==> config.mk <==
export PLATFORM = sky130hd
export DESIGN_NAME = privilege_sequencer
export DESIGN_NICKNAME = d
export VERILOG_FILES = /design/src/rtl/privilege_sequencer.sv
export SDC_FILE = /design/constraint.sdc
export NUM_CORES = 1
export LEC_CHECK = 0
export ABC_AREA = 1
export CAP_MARGIN = 15
export CELL_PAD_IN_SITES_DETAIL_PLACEMENT = 0
export CELL_PAD_IN_SITES_GLOBAL_PLACEMENT = 1
export CORE_ASPECT_RATIO = 2
export CORE_MARGIN = 2
export CORE_UTILIZATION = 24
export CTS_BUF_LIST = sky130_fd_sc_hd__clkbuf_16
export DETAILED_ROUTE_END_ITERATION = 12
export GPL_TIMING_DRIVEN = 0
export PLACE_DENSITY_LB_ADDON = 0.1
export SYNTH_ARGS = -nofsm -noshare
export SYNTH_HDL_FRONTEND = slang
export SYNTH_SLANG_ARGS = --single-unit
==> constraint.sdc <==
create_clock -name slow_clock -period 1.7 [get_ports slow_clock]
set_input_delay 0.34 -clock slow_clock [delete_from_list [all_inputs] [get_ports slow_clock]]
set_output_delay 0.34 -clock slow_clock [all_outputs]
set_load 0.05 [all_outputs]
==> src/rtl/privilege_sequencer.sv <==
// Privileged-mode sequencer: injects ENTER/EXIT micro-ops into the register bank's control stream.
// Optional IRQ mask register is built when PRIV_IRQ_MASK_EN is defined.
module privilege_sequencer #(
    parameter int unsigned             ADDR_WIDTH     = 32,
    parameter int unsigned             IRQ_COUNT      = 4,
    parameter logic [ADDR_WIDTH-1:0]   VECTOR_BASE    = 32'h0000_0010,
    parameter int unsigned             SPECREG_LENGTH = 4
) (
    input  logic                      slow_clock,
    input  logic                      reset,
    input  logic                      enable,
    input  logic [IRQ_COUNT-1:0]      irq_request,
    input  logic                      return_request,
`ifdef PRIV_IRQ_MASK_EN
    input  logic                      mask_write,
    input  logic [IRQ_COUNT-1:0]      mask_data,
`endif
    input  logic [2:0]                core_control,
    input  logic                      core_should_branch,
    output logic [2:0]                control,
    output logic                      should_branch,
    output logic [ADDR_WIDTH-1:0]     branch_target,
    output logic                      inject,
    output logic                      privileged_mode,
    output logic [SPECREG_LENGTH-1:0] special_register,
    output logic [IRQ_COUNT-1:0]      irq_ack
);

    typedef enum logic [1:0] {
        USER  = 2'd0,
        ENTER = 2'd1,
        PRIV  = 2'd2,
        EXIT  = 2'd3
    } state_t;

    state_t                    state_q, state_d;
    logic [SPECREG_LENGTH-1:0] cause_q, cause_d;
    logic                      priv_q, priv_d;
    logic [IRQ_COUNT-1:0]      ack_q, ack_d;
    logic [IRQ_COUNT-1:0]      eligible;
    logic [SPECREG_LENGTH-1:0] irq_cause;
    logic                      cause_is_trap;

`ifdef PRIV_IRQ_MASK_EN
    logic [IRQ_COUNT-1:0] mask_q, mask_d;

    always_comb begin
        mask_d = mask_q;
        if (mask_write && priv_q) begin
            mask_d = mask_data;
        end
    end

    always_ff @(posedge slow_clock or posedge reset) begin
        if (reset) begin
            mask_q <= '0;
        end else begin
            mask_q <= mask_d;
        end
    end

    assign eligible = irq_request & ~mask_q;
`else
    assign eligible = irq_request;
`endif

    // Trap cause is all-ones; IRQ causes are index+1, so they never collide.
    assign cause_is_trap = (cause_q == '1);

    // Scan high-to-low so the lowest pending index is the last one written.
    always_comb begin
        irq_cause = '0;
        for (int unsigned i = 0; i < IRQ_COUNT; i++) begin
            if (eligible[IRQ_COUNT-1-i]) begin
                irq_cause = SPECREG_LENGTH'(IRQ_COUNT - i);
            end
        end
    end

    always_comb begin
        state_d = state_q;
        cause_d = cause_q;
        ack_d   = '0;
        if (enable) begin
            case (state_q)
                USER: begin
                    if (core_control == 3'd4) begin
                        cause_d = '1;
                        state_d = ENTER;
                    end else if (|eligible) begin
                        cause_d = irq_cause;
                        state_d = ENTER;
                    end
                end
                ENTER: begin
                    state_d = PRIV;
                    if (!cause_is_trap) begin
                        for (int unsigned i = 0; i < IRQ_COUNT; i++) begin
                            ack_d[i] = (cause_q == SPECREG_LENGTH'(i + 1));
                        end
                    end
                end
                PRIV: begin
                    if (return_request) begin
                        state_d = EXIT;
                    end
                end
                EXIT: begin
                    state_d = USER;
                end
                default: state_d = USER;
            endcase
        end
        priv_d = (state_d == PRIV) || (state_d == EXIT);
    end

    always_ff @(posedge slow_clock or posedge reset) begin
        if (reset) begin
            state_q <= USER;
            cause_q <= '0;
            priv_q  <= 1'b0;
            ack_q   <= '0;
        end else begin
            state_q <= state_d;
            cause_q <= cause_d;
            priv_q  <= priv_d;
            ack_q   <= ack_d;
        end
    end

    always_comb begin
        control       = core_control;
        should_branch = core_should_branch;
        inject        = 1'b0;
        branch_target = '0;
        case (state_q)
            USER: begin
                if (core_control == 3'd5 || core_control == 3'd4) begin
                    control = 3'd0;
                end
            end
            ENTER: begin
                inject        = 1'b1;
                control       = 3'd4;
                should_branch = 1'b1;
                branch_target = cause_is_trap ? VECTOR_BASE
                                              : VECTOR_BASE + ADDR_WIDTH'(cause_q);
            end
            PRIV: begin
                if (core_control == 3'd4) begin
                    control = 3'd0;
                end
            end
            EXIT: begin
                inject        = 1'b1;
                control       = 3'd5;
                should_branch = 1'b0;
            end
            default: ;
        endcase
    end

    assign privileged_mode  = priv_q;
    assign special_register = cause_q;
    assign irq_ack          = ack_q;

endmodule

==> metrics.txt <==
status finished, violations left; failing checks negative setup slack; hpwl dp 1830 um; ys flop type dfrtp_1; crit path from state_q[0]; count leader, synth buf_4; DR DRC count 0; CTS tree yes; worst-margin pin slew 507 ps; Post-Place Setup Slack -752 ps; Netlist cell types 23; R2R depth 4; Core ar. 3650 um^2; Synth Register Bits 11; f_max 526 MHz; vias in the first global route 857; PnR worst setup slack -201 ps; Vias 913; CP required 1360 ps; part of the Yosys area used for sequential elements 0.299; Clk pin slew, worst setup/hold paths 40 ps; top cells by area, synth dfrtp_1 (30%), buf_4 (23%), nand2_1 (8.6%); Synth Cell Area 921 um^2; All-Layer GR Usage 0.111; post-route ant nets 0; Tot Pwr 3.08 mW; chip width 47.8 um; # rows 31; max_cap viols 0; Hold-fix buffers, CTS 0; largest net degree at the start of global routing 12; Clk Latency, worst-skew pair about 240 ps; # diodes 0; FFs w/ async S/R, synth 1.00; antenna violations before repair 0; post-route insts no fill 235; area leader, netlist dfrtp_1; Die Ht 91.6 um; First-pass DRT Iterations 2; R2R Path Start state_q[1]; Area growth syn-to-layout 81.5%; Initial Util 0.253; Util after Layout 0.458; CP max FO 4; CTS Buf Count 3; Crit. End Element primary output; normalized max-slew margin 0.661; global route overflow 0; share of cells above drive strength 1 0.414; maximum VDD drop around 1.2 mV; Post-synth EDFFs 0; Worst EP arrival 1560 ps; CTS sink count 11; fill count 376; Ys Warns 0; GP Congestion around 0.8; min Tclk post-route approximately 1900 ps; Root Buffer clkbuf_16; Final Skew 0.975 ps; CP Class flop to primary output; register area around 280 um^2; worst r2r dst irq_ack[0]; Syn Inst Count 117; NumNets Final slightly above 200; htree depth 1; Final Setup Violations 7; R2R Setup Slk ~290 ps; critical path startpoint category flop; final hold violations 0; final WL 2330 um; IO buf count 30; Final Max Slew Viols 0; first-pass GRT wire length 3530 um; Vias/cell 3.89; Yosys top cell area share 0.299; Synth Area per Inst a little under 8 um^2; drt wl/cell about 9.9 um; unrepaired setup endpoints after global routing true; pwr dens roughly 1800 nW/um^2; Hold Crit Class input port to async pin; Cells after DPL between 200 and 250; LEAKAGE about 0.94 nW; io pins 58; worst setup path endpoint control[2]; DR iter-0 viols 4; final period utilization 1.12; final setup TNS -533 ps; Die ar. 4380 um^2; clock buffer depth 2; area of the multi-input gates 608 um^2; most frequent cells after synthesis buf_4 (28), nand2_1 (21), inv_1 (13)
## layer usage
| metal | up-vias | global-route usage | wire [um] | part of all wire |
|---|---|---|---|---|
| li1 | 459 | - | - | - |
| met3 | 11 | 0.0199 | 175 | 0.075 |
| met2 | 44 | 0.207 | 1320 | 0.57 |
| met5 | - | 0 | 0 | 0 |
| met1 | 399 | 0.0973 | 707 | 0.30 |
| met4 | 0 | 0.0631 | 119 | 0.051 |
## cells by family after synthesis
family                     share of synthesized area
AOI/OAI and AO/OA                             0.0761
adders and majority gates                     0.0679
buffers and inverters                          0.281
DFF                                            0.299
other                                        0.00407
and+or+nand+nor                                0.272
## cell usage in the layout, fill, tap and decap left out, types with 3 or more instances in the layout
cell / netlist / final
nor4_1: 3 / 3
a21oi_1: 5 / 4
clkdlybuf4s50_1: 0 / 11
dlygate4sd2_1: 0 / 4
dfrtp_1: 11 / 10
nand4_1: 4 / 4
nand2_1: 21 / 20
nor2_2: 2 / 4
inv_2: 0 / 4
inv_1: 13 / 10
buf_6: 0 / 8
nor2_4: 0 / 3
conb_1: 1 / 27
buf_4: 28 / 36
dlymetal6s2s_1: 0 / 5
ha_4: 0 / 4
clkbuf_16: 0 / 3
## how the worst min path moves through the flow
| stage | from | cells past startpoint | slack [ps] | to |
|---|---|---|---|---|
| after floorplan | reset | 1 | 190 | irq_ack[0] |
| after global placement | special_register[1] | 1 | 530 | irq_ack[0] |
| after detailed placement | special_register[1] | 1 | 530 | irq_ack[0] |
| after CTS | reset | 2 | 420 | privileged_mode |
| after global routing | reset | 2 | 460 | privileged_mode |
| final | reset | 2 | 400 | privileged_mode |
## registers in the layout (all words and copies together), names as in the netlist
name / flops
special_register: 4
privileged_mode: 1
state_q: 2
irq_ack: 4
## through the flow
stage	hold slack [ps]	cell area, um^2
after CTS	423	1550
after global placement	528	1430
final	405	1670
after floorplan	192	1070
after detailed placement	528	1430
after global routing	458	1670
## worst max-delay path: stages (launching register included)
cell	delay, ps
dfrtp_2	440
buf_6	140
ha_4	150
or2_4	240
a31oi_4	170
nor2_4	50
buf_8	150
## repair_timing
action,4_1_cts,5_1_grt
pin swaps,3,5
endpoints found under the hold margin,0,0
buffers inserted,4,5
setup endpoints to repair,14,14
resized for setup,71,27
## where the power goes
group	switching (mW)	internal, mW
Combinational	1.39	0.812
Clock	0.110	0.308
Sequential	0.106	0.350
Total	1.61	1.47
## area by class of cell
| cell class | instances | share of cell area |
|---|---|---|
| clock inverter | 1 | 0.00225 |
| clock buffer | 3 | 0.0449 |
| tap | 49 | 0.0367 |
| inverter | 13 | 0.0292 |
| buffer | 28 | 0.126 |
| timing repair buffer | 39 | 0.232 |
| sequential | 11 | 0.165 |
| multi-input combinational | 91 | 0.364 |
Note: power is estimated with default switching activity, not from simulation.
